===== src/rtl/hilo_muldiv.sv =====
// hilo_muldiv: HI/LO register pair with an iterative multiply/divide engine.
// A multiply or divide takes WIDTH RUN cycles plus one FINISH cycle. HI/LO and
// the done_o pulse both appear on the edge that leaves FINISH.
// Optional feature macro: HILO_MADD_EN. When it is defined, op codes 8-11
// (MADD/MADDU/MSUB/MSUBU) accumulate the product into {HI,LO}. When it is not
// defined, those codes decode as NOP.
module hilo_muldiv #(
    parameter int WIDTH = 32,
    parameter int CNT_W = 6
) (
    input  logic             clk,
    input  logic             rst,
    input  logic             op_valid_i,
    input  logic [3:0]       op_i,
    input  logic [WIDTH-1:0] src_a_i,
    input  logic [WIDTH-1:0] src_b_i,
    input  logic             flush_i,
    output logic             op_ready_o,
    output logic             busy_o,
    output logic             done_o,
    output logic [WIDTH-1:0] hi_o,
    output logic [WIDTH-1:0] lo_o
);

    localparam logic [3:0] OP_MTHI  = 4'd1;
    localparam logic [3:0] OP_MTLO  = 4'd2;
    localparam logic [3:0] OP_MULT  = 4'd3;
    localparam logic [3:0] OP_MULTU = 4'd4;
    localparam logic [3:0] OP_DIV   = 4'd5;
    localparam logic [3:0] OP_DIVU  = 4'd6;
    localparam logic [CNT_W-1:0] LAST_CNT = CNT_W'(WIDTH - 1);

    typedef enum logic [1:0] {S_IDLE, S_RUN, S_FINISH} state_t;

    state_t              r_state;
    logic [WIDTH-1:0]    r_hi;
    logic [WIDTH-1:0]    r_lo;
    logic [CNT_W-1:0]    r_cnt;
    logic                r_done;
    logic                r_is_div;
    logic                r_neg_q;      // negate product / quotient
    logic                r_neg_r;      // negate remainder (dividend was negative)
    logic                r_div_zero;
    logic [WIDTH-1:0]    r_a_raw;      // original dividend, returned in HI on divide by zero
    logic [WIDTH-1:0]    r_opnd;       // multiplicand magnitude or divisor magnitude
    logic [2*WIDTH-1:0]  r_acc;        // {partial product, multiplier} or {remainder, quotient}

    // ---------------- request decode ----------------
    logic w_accept;
    logic w_is_mul;
    logic w_is_div;
    logic w_signed;
    logic w_a_neg;
    logic w_b_neg;
    logic [WIDTH-1:0] w_a_mag;
    logic [WIDTH-1:0] w_b_mag;

`ifdef HILO_MADD_EN
    logic w_is_madd;
    logic w_madd_sub;
    logic r_is_acc;
    logic r_acc_sub;
    assign w_is_madd  = (op_i == 4'd8) || (op_i == 4'd9) || (op_i == 4'd10) || (op_i == 4'd11);
    assign w_madd_sub = (op_i == 4'd10) || (op_i == 4'd11);
    assign w_is_mul   = (op_i == OP_MULT) || (op_i == OP_MULTU) || w_is_madd;
    assign w_signed   = (op_i == OP_MULT) || (op_i == OP_DIV) || (op_i == 4'd8) || (op_i == 4'd10);
`else
    assign w_is_mul   = (op_i == OP_MULT) || (op_i == OP_MULTU);
    assign w_signed   = (op_i == OP_MULT) || (op_i == OP_DIV);
`endif

    assign w_accept = op_valid_i && (r_state == S_IDLE) && !flush_i;
    assign w_is_div = (op_i == OP_DIV) || (op_i == OP_DIVU);
    assign w_a_neg  = w_signed && src_a_i[WIDTH-1];
    assign w_b_neg  = w_signed && src_b_i[WIDTH-1];
    // The most-negative value maps to itself, which is its correct unsigned magnitude.
    assign w_a_mag  = w_a_neg ? (~src_a_i + 1'b1) : src_a_i;
    assign w_b_mag  = w_b_neg ? (~src_b_i + 1'b1) : src_b_i;

    // ---------------- iteration datapath ----------------
    logic [WIDTH:0]       w_mul_sum;
    logic [2*WIDTH-1:0]   w_mul_next;
    logic [WIDTH:0]       w_trial;
    logic [2*WIDTH-1:0]   w_div_next;

    // Shift-add: add the multiplicand when the multiplier LSB is set, then shift right.
    assign w_mul_sum  = {1'b0, r_acc[2*WIDTH-1:WIDTH]} + (r_acc[0] ? {1'b0, r_opnd} : {(WIDTH+1){1'b0}});
    assign w_mul_next = {w_mul_sum, r_acc[WIDTH-1:1]};
    // Restoring divide: shift in the next dividend bit and keep the subtraction if it did not borrow.
    assign w_trial    = r_acc[2*WIDTH-1:WIDTH-1] - {1'b0, r_opnd};
    assign w_div_next = w_trial[WIDTH] ? {r_acc[2*WIDTH-2:0], 1'b0}
                                       : {w_trial[WIDTH-1:0], r_acc[WIDTH-2:0], 1'b1};

    // ---------------- result formation ----------------
    logic [2*WIDTH-1:0] w_prod;
    logic [WIDTH-1:0]   w_quot;
    logic [WIDTH-1:0]   w_rem;
    logic [WIDTH-1:0]   w_hi_res;
    logic [WIDTH-1:0]   w_lo_res;

    assign w_prod = r_neg_q ? (~r_acc + 1'b1) : r_acc;
    assign w_quot = r_neg_q ? (~r_acc[WIDTH-1:0] + 1'b1) : r_acc[WIDTH-1:0];
    assign w_rem  = r_neg_r ? (~r_acc[2*WIDTH-1:WIDTH] + 1'b1) : r_acc[2*WIDTH-1:WIDTH];

    // Pick the value written to HI/LO when FINISH completes. Signed overflow
    // (most-negative / -1) needs no special case: the magnitudes divide to
    // 2^(WIDTH-1) remainder 0, and with both signs negative no correction applies.
    always_comb begin
        w_hi_res = w_prod[2*WIDTH-1:WIDTH];
        w_lo_res = w_prod[WIDTH-1:0];
        if (r_is_div) begin
            if (r_div_zero) begin
                w_hi_res = r_a_raw;
                w_lo_res = '1;
            end else begin
                w_hi_res = w_rem;
                w_lo_res = w_quot;
            end
        end
`ifdef HILO_MADD_EN
        else if (r_is_acc) begin
            {w_hi_res, w_lo_res} = r_acc_sub ? ({r_hi, r_lo} - w_prod) : ({r_hi, r_lo} + w_prod);
        end
`endif
    end

    // Control FSM, HI/LO registers and engine state.
    always_ff @(posedge clk) begin
        if (rst) begin
            r_state    <= S_IDLE;
            r_hi       <= '0;
            r_lo       <= '0;
            r_cnt      <= '0;
            r_done     <= 1'b0;
            r_is_div   <= 1'b0;
            r_neg_q    <= 1'b0;
            r_neg_r    <= 1'b0;
            r_div_zero <= 1'b0;
            r_a_raw    <= '0;
            r_opnd     <= '0;
            r_acc      <= '0;
`ifdef HILO_MADD_EN
            r_is_acc   <= 1'b0;
            r_acc_sub  <= 1'b0;
`endif
        end else begin
            r_done <= 1'b0;
            case (r_state)
                S_IDLE: begin
                    if (w_accept) begin
                        if (op_i == OP_MTHI) r_hi <= src_a_i;
                        if (op_i == OP_MTLO) r_lo <= src_a_i;
                        if (w_is_mul || w_is_div) begin
                            r_state    <= S_RUN;
                            r_cnt      <= '0;
                            r_is_div   <= w_is_div;
                            r_neg_q    <= w_a_neg ^ w_b_neg;
                            r_neg_r    <= w_a_neg;
                            r_div_zero <= w_is_div && (src_b_i == '0);
                            r_a_raw    <= src_a_i;
                            r_opnd     <= w_is_div ? w_b_mag : w_a_mag;
                            r_acc      <= {{WIDTH{1'b0}}, (w_is_div ? w_a_mag : w_b_mag)};
`ifdef HILO_MADD_EN
                            r_is_acc   <= w_is_madd;
                            r_acc_sub  <= w_madd_sub;
`endif
                        end
                    end
                end
                S_RUN: begin
                    if (flush_i) begin
                        r_state <= S_IDLE;
                    end else begin
                        r_acc <= r_is_div ? w_div_next : w_mul_next;
                        r_cnt <= r_cnt + 1'b1;
                        if (r_cnt == LAST_CNT) r_state <= S_FINISH;
                    end
                end
                S_FINISH: begin
                    r_state <= S_IDLE;
                    if (!flush_i) begin
                        r_hi   <= w_hi_res;
                        r_lo   <= w_lo_res;
                        r_done <= 1'b1;
                    end
                end
                default: r_state <= S_IDLE;
            endcase
        end
    end

    assign op_ready_o = (r_state == S_IDLE);
    assign busy_o     = (r_state != S_IDLE);
    assign done_o     = r_done;
    assign hi_o       = r_hi;
    assign lo_o       = r_lo;

endmodule


===== config.mk =====
export PLATFORM = sky130hd
export DESIGN_NAME = hilo_muldiv
export DESIGN_NICKNAME = d
export VERILOG_FILES = /design/src/rtl/hilo_muldiv.sv
export SDC_FILE = /design/constraint.sdc
export NUM_CORES = 1
export LEC_CHECK = 0
export ABC_AREA = 0
export CAP_MARGIN = 20
export CELL_PAD_IN_SITES_DETAIL_PLACEMENT = 1
export CELL_PAD_IN_SITES_GLOBAL_PLACEMENT = 2
export CORE_UTILIZATION = 34
export CTS_CLUSTER_DIAMETER = 100
export DETAILED_ROUTE_END_ITERATION = 7
export PLACE_DENSITY_LB_ADDON = 0.25
export SLEW_MARGIN = 25
export SYNTH_ARGS = -nofsm -noshare
export SYNTH_HDL_FRONTEND = slang
export SYNTH_SLANG_ARGS = --single-unit

===== constraint.sdc =====
create_clock -name clk -period 4 [get_ports clk]
set_clock_uncertainty 0.05 [all_clocks]
set_input_delay 0.6 -clock clk [delete_from_list [all_inputs] [get_ports clk]]
set_output_delay 0.6 -clock clk [all_outputs]
set_load 0.05 [all_outputs]

==> out/metrics.cfg, run 1 <==
[outcome]
status = completed

[setup_path]
critPathMaxStageDelay_ns = 0.51
critical_path.max_fanout = 33
worst-endpoint-required_ns = 4.45
endpoint_kind = flop
timing.critical_path.arrival_ns = 4.32
worstPathCellList = inv_1 -> ha_1 -> nand4_1 -> nor4_1 -> o21ai_0 -> o211ai_1 -> a21oi_1 -> xnor2_2 -> buf_12 -> nand2_1 -> a311oi_1 -> a21oi_1 -> nor2_1
criticalPathCategory = reg -> reg
critical_path.slowest_cell = sky130_fd_sc_hd__dfxtp_1
cp_common_cell = sky130_fd_sc_hd__a21oi_1
startpoint_type = flop

[clock_network]
max-clock-path-buffers = 3
path_clk_slew_ns = 0.07
cts_root_buffer = sky130_fd_sc_hd__clkbuf_16
clock_insertion_delay_worst_skew_ns = 0.57
clock_tree.htree_level_count = 1
cts_hold_repair.buffers = 0
cts_buffer_count = 27
tritoncts_clock_tree = done
clkSinkCount = 205

[die]
core_area_sq_mm = 0.04875
die_h_um = 224.1
fp-row-count = 81
fp.dieArea_sq_mm = 0.05021
die_x_um = 224.1
initial_utilization = 0.3440
boundaryPins = 139

[cells_and_area]
layout_commonest_cell = sky130_fd_sc_hd__nand2_1
nNetsFinal = 2596
mostFrequentLayoutCells = 378 x sky130_fd_sc_hd__nand2_1, 242 x sky130_fd_sc_hd__a21oi_1, 219 x sky130_fd_sc_hd__nor2_1
fillCellCount = 6040
syn2layout_area_growth_pct = 20.34
final-instance-count-excl-fill = 3137
drive_above_1_share = 0.08613
antenna_cells_inserted = 0
post-route-util = 0.4140

[placed_design]
place.gp.congestion = 0.8778
half_perimeter_wire_length_of_the_detailed_placement_result_um = 58600
post-place-cells = 3088
dp_worst_setup_slack_ns = 0.1561
port_buffers = 138

[sta]
timing.fmax_mhz = 258.8
period_share = 0.9660
max_slew_margin = 0.2925
post_route_minimum_period_ns = 3.864
timing_max_transition_violations_final = 0
unrepaired_setup_endpoints_after_global_routing = no
final-setup-viol-count = 0
setup_ws_ns = 0.1359
tightest_slew_ns = 1.061
timing_hold_violations_final = 0
total_neg_setup_slack_ns = 0

[logic_synthesis]
dominantRegCellSynth = sky130_fd_sc_hd__dfxtp_1
synthesis.instances = 2359
yosysWarningCount = 0
post_synth.cell_area_avg_sq_um = 7.109
synthArstFlopShare = 0
synth_seq_area_share = 0.2447
synthesis_stage_register_bit_count = 205
syn_area_sq_mm = 0.01677
synth.net_count = 2502
distinct_cells_synth = 75
synth_enable_flop_cells = 0

[drt]
drt_iter0_markers = 1351
drcViolationCount = 0
avgRoutedWirePerCell_um = 24.63
route.vias.total = 18310
detail_route.vias_per_cell = 5.837
wirelength_um = 77280
drt_pass1_iterations = 5
drtAntennaViolNets = 0

[power]
power.density_cell_area_mw_per_mm2 = 303.8
p_leak_nw = 7.256
vdd_drop_max_uv = 295.2
power_mw = 6.132

[global_routing]
via_count_of_the_first_global_routing_pass = 18390
antenna_found_initial = 0
largest_net_degree_at_the_start_of_global_routing = 170
grtUsageTotal = 0.3011
global_route_wire_length_before_repair_um = 114900
global_route.overflow_total = 0

[min_path]
min-delay-path-class = in -> reg

[run]
number_of_violations_of_the_max_capacitance_limit = 0

## registers in the layout, summed over array words and instances (netlist names)
name / count
r_div_zero: 1
r_state: 2
r_cnt: 6
hi_o: 32
r_is_div: 1
r_neg_r: 1
r_neg_q: 1
done_o: 1
r_a_raw: 32
r_acc: 64
r_opnd: 32
lo_o: 32
## report_power, final
group          internal (mW)  total (mW)  switching (mW)
sequential              2.08        2.14          0.0576
clock                   1.67        2.72            1.05
combinational          0.454        1.27           0.817
## final timing paths
check	from	end	slack, ns	cells past startpoint
worst min register to register	lo_o[6]	lo_o[6]	0.40	2
worst min-delay path	rst	r_div_zero	0.28	2
worst max register to register	r_opnd[25]	r_acc[35]	0.14	13
worst max-delay path	r_opnd[25]	r_acc[35]	0.14	13
## cells in the mapped netlist, types with 11 or more instances
library cell,number,area share
sky130_fd_sc_hd__nor2b_1,14,0.0052
sky130_fd_sc_hd__a21oi_1,242,0.072
sky130_fd_sc_hd__or2_2,13,0.0048
sky130_fd_sc_hd__mux2i_1,55,0.033
sky130_fd_sc_hd__xnor2_1,139,0.073
sky130_fd_sc_hd__clkbuf_1,146,0.033
sky130_fd_sc_hd__and3_1,15,0.0056
sky130_fd_sc_hd__nor2_1,220,0.049
sky130_fd_sc_hd__buf_1,23,0.0051
sky130_fd_sc_hd__nand4_1,13,0.0048
sky130_fd_sc_hd__a31oi_1,30,0.011
sky130_fd_sc_hd__inv_1,68,0.015
sky130_fd_sc_hd__nand3_1,48,0.014
sky130_fd_sc_hd__a21o_1,29,0.013
sky130_fd_sc_hd__a311oi_1,26,0.014
sky130_fd_sc_hd__xor2_1,69,0.036
sky130_fd_sc_hd__a22oi_1,16,0.0072
sky130_fd_sc_hd__ha_1,69,0.051
sky130_fd_sc_hd__nand2b_1,26,0.0097
sky130_fd_sc_hd__nor3_1,59,0.018
sky130_fd_sc_hd__o221ai_1,39,0.020
sky130_fd_sc_hd__o211ai_1,36,0.016
sky130_fd_sc_hd__o21ai_0,129,0.038
sky130_fd_sc_hd__a211oi_1,43,0.019
sky130_fd_sc_hd__dfxtp_1,205,0.24
sky130_fd_sc_hd__o41ai_1,11,0.0057
sky130_fd_sc_hd__o31ai_1,33,0.015
sky130_fd_sc_hd__nand2_1,379,0.085
sky130_fd_sc_hd__nor4_1,12,0.0045
## cell type report
cell class	instances	area (sq um)	share of cell area
multi-input cells	1901	11720	0.5806
flip-flops and latches	205	4110	0.2037
repair buffers	250	2286	0.1133
well taps	664	830.8	0.04117
clock buffers	34	762.0	0.03776
inverters	68	255.2	0.01265
clock inverters	15	219.0	0.01085
## per-layer routing
metal / global-route usage / wire length [um] / share of wire
met1: 0.3941 / 34400 / 0.45
met2: 0.5052 / 36120 / 0.47
met3: 0.02833 / 3288 / 0.043
met4: 0.1237 / 3469 / 0.045
met5: 0 / 0 / 0
## cell families after synthesis
group	Yosys count	synth area share
compound gates	705	0.2674
xor+xnor	208	0.1086
fa+ha+maj	71	0.05387
buf+inv	253	0.05991
flops	205	0.2447
mux	55	0.03283
simple gates	862	0.2326
## critical path, delay by kind of cell (launching register included)
family	cells	cell delay (ns)
AOI/OAI and AO/OA	5	1.19
and+or+nand+nor	4	0.90
DFF	1	0.51
adders and majority gates	1	0.48
buffers and inverters	2	0.37
xor gates and xnor gates	1	0.26
## repair_timing
item	in CTS	in global routing
setup buffers	0	0
endpoints found under the setup margin	0	1
gates resized for setup	0	1
## per-stage QoR
stage | hold WS (ns) | cell area (sq um)
6_report | 0.2754 | 20180
5_1_grt | 0.2591 | 20180
4_1_cts | 0.2511 | 20170
3_5_place_dp | 0.3968 | 19190
3_3_place_gp | 0.3882 | 19180
2_1_floorplan | 0.3811 | 16770
Power figures use the tool's default switching activity.
==> run 2: changes to the inputs <==
- SKIP_CTS_REPAIR_TIMING: default -> 1
==> results of run 2 <==
No change in the layout: final DEF, timing and power equal those of run 1.
==> run 3: changes to the inputs <==
--- a/config.mk
+++ b/config.mk
@@ -11,3 +11,4 @@
 export CELL_PAD_IN_SITES_GLOBAL_PLACEMENT = 2
-export CORE_UTILIZATION = 34
+export CORE_UTILIZATION = 35
+export CTS_BUF_LIST = sky130_fd_sc_hd__clkbuf_4 sky130_fd_sc_hd__clkbuf_8
 export CTS_CLUSTER_DIAMETER = 100
==> constraint.sdc (replaced) <==
create_clock -name clk -period 4 [get_ports clk]
set_clock_uncertainty 0.05 [all_clocks]
set_input_delay 0.8 -clock clk [delete_from_list [all_inputs] [get_ports clk]]
set_output_delay 0.8 -clock clk [all_outputs]
set_load 0.05 [all_outputs]
==> run 3 against run 2 <==
  * The flow now finishes with violations (design-rule violations)
  * Cell count fell by 0.26%
  * Wire length fell by 0.44%
  * Sequential power barely moved
  * Fmax rose by 1.1%
  * Die area fell by 2.8%
  * Sequential share of layout area barely moved
  * Core utilization rose by 1.6 points
  * Combinational power barely moved
==> out/metrics.cfg, run 3 (synthesis gave the netlist of run 1 again) <==
[clock_network]
clock_insertion_delay_worst_skew_ns = 0.62
clkSinkCount = 205
cts_root_buffer = sky130_fd_sc_hd__clkbuf_8
clock_tree.htree_level_count = 2
cts_buffer_count = 41
max-clock-path-buffers = 3
tritoncts_clock_tree = done
path_clk_slew_ns = 0.06

[placed_design]
port_buffers = 138
place.gp.congestion = 0.9153
half_perimeter_wire_length_of_the_detailed_placement_result_um = 58710

[sta]
max_slew_margin = 0.3715
tightest_slew_ns = 0.9428
post_route_minimum_period_ns = 3.821
total_neg_setup_slack_ns = 0
final-setup-viol-count = 0
fin_hold_ws_ns = 0.4003
timing_hold_violations_final = 0
period_share = 0.9553
timing_max_transition_violations_final = 0
timing.fmax_mhz = 261.7
unrepaired_setup_endpoints_after_global_routing = no

[setup_path]
endpoint_kind = flop
timing.critical_path.arrival_ns = 4.21
critical_path.max_fanout = 9
criticalPathCategory = reg -> reg
regToRegSetupSlack_ns = 0.18
worst-endpoint-required_ns = 4.39
startpoint_type = flop

[global_routing]
global_route_wire_length_before_repair_um = 116000
largest_net_degree_at_the_start_of_global_routing = 85
via_count_of_the_first_global_routing_pass = 18640
antenna_found_initial = 0
grtUsageTotal = 0.3096
global_route.overflow_total = 0

[power]
internal_power_mw = 3.914
combPwrFrac = 0.224
vdd_drop_max_uv = 287.7
power.clock.fraction = 0.409
power.density_cell_area_mw_per_mm2 = 288.8
p_leak_nw = 7.375
power_mw = 5.828
netSwitchingFraction = 0.3283
power.switching_mw = 1.913
seq_power_share = 0.368

[drt]
drt_pass1_iterations = 7
detail_route.vias_per_cell = 5.931
drt_iter0_markers = 1569
wirelength_um = 76940
avgRoutedWirePerCell_um = 24.59
drcViolationCount = 2
route.vias.total = 18560
drtAntennaViolNets = 0

[die]
initial_utilization = 0.3572
core_area_sq_mm = 0.04695
fp.dieArea_sq_mm = 0.04879
boundaryPins = 139
die_h_um = 220.9
die_x_um = 220.9
fp-row-count = 79

[cells_and_area]
nNetsFinal = 2635
antenna_cells_inserted = 0
fillCellCount = 5891
register_ranked_first_by_flip_flop_count = r_acc
layout_commonest_cell = sky130_fd_sc_hd__nand2_1
mostFrequentLayoutCells = 379 x sky130_fd_sc_hd__nand2_1, 242 x sky130_fd_sc_hd__a21oi_1, 219 x sky130_fd_sc_hd__nor2_1
post-route-util = 0.4298
seqCellArea_sq_mm = 0.004113
syn2layout_area_growth_pct = 20.33
drive_above_1_share = 0.1031
multiInputGateArea_sq_mm = 0.01170
largest_register_ff_count = 64

[outcome]
violations_in_the_final_reports = design-rule violations
status = complete, but fails checks

[run]
number_of_violations_of_the_max_capacitance_limit = 0

[min_path]
min-delay-path-class = reg -> reg

-- run 3: cell count changes in the layout (fill, tap and decap cells not counted), moves of 2 or more --
cell	previous run	this run
sky130_fd_sc_hd__clkinvlp_4	3	0
sky130_fd_sc_hd__clkbuf_8	6	51
sky130_fd_sc_hd__buf_4	107	132
sky130_fd_sc_hd__bufinv_16	5	1
sky130_fd_sc_hd__clkinv_4	2	0
sky130_fd_sc_hd__clkbuf_4	0	16
sky130_fd_sc_hd__clkbuf_16	27	0
-- run 3: path summary, 6_finish.rpt --
kind,cells past startpoint,endpoint,startpoint
setup / recovery,13,r_acc[40],r_opnd[27]
hold / removal,2,r_a_raw[31],r_a_raw[31]
setup reg to reg,13,r_acc[40],r_opnd[27]
hold reg to reg,2,r_a_raw[31],r_a_raw[31]
-- run 3: layer usage --
layer	global-route usage	wire length [um]	vias up
met5	0	0	-
met4	0.1306	3161	0
met3	0.03758	4192	136
met2	0.5207	36170	543
met1	0.3992	33410	9228
li1	-	-	8652
-- run 3: cell type report --
class                   count  share of cell area
multi-input cells        1901              0.5797
well taps                 607             0.03764
clock buffers              67             0.04074
repair buffers            275              0.1226
inverters                  68             0.01265
clock inverters             6            0.002914
flip-flops and latches    205              0.2038
-- run 3: power by group through the flow --
| stage | Clock (mW) | Sequential (mW) | Combinational (mW) |
|---|---|---|---|
| after global routing | 2.52 | 2.15 | 1.39 |
| after floorplan | 0 | 2.18 | 0.705 |
| after CTS | 2.43 | 2.14 | 1.29 |
| after global placement | 0 | 2.18 | 1.27 |
| final | 2.38 | 2.14 | 1.30 |
| after detailed placement | 0 | 2.19 | 1.28 |
-- run 3: worst max-delay path: stages, from the launching register on --
cell and delay (ns):
sky130_fd_sc_hd__dfxtp_1 0.38, sky130_fd_sc_hd__inv_1 0.10, sky130_fd_sc_hd__ha_1 0.52, sky130_fd_sc_hd__nand4_1 0.23
sky130_fd_sc_hd__nor4_1 0.54, sky130_fd_sc_hd__o21ai_0 0.29, sky130_fd_sc_hd__o211ai_1 0.19, sky130_fd_sc_hd__a21oi_1 0.24
sky130_fd_sc_hd__xnor2_2 0.28, sky130_fd_sc_hd__buf_4 0.28, sky130_fd_sc_hd__nand2_1 0.12, sky130_fd_sc_hd__o211a_1 0.15
sky130_fd_sc_hd__o21ai_0 0.16, sky130_fd_sc_hd__a21oi_1 0.09
-- run 3: stage by stage --
step                      instance area [sq um]  std cells  setup slack, ns
final                                     20180       3129           0.1790
after global routing                      20180       3129          0.02330
after CTS                                 20180       3129           0.1968
after detailed placement                  19300       3056         -0.02315
after global placement                    19300       3056           0.1399
after floorplan                           16770       2359           0.6694
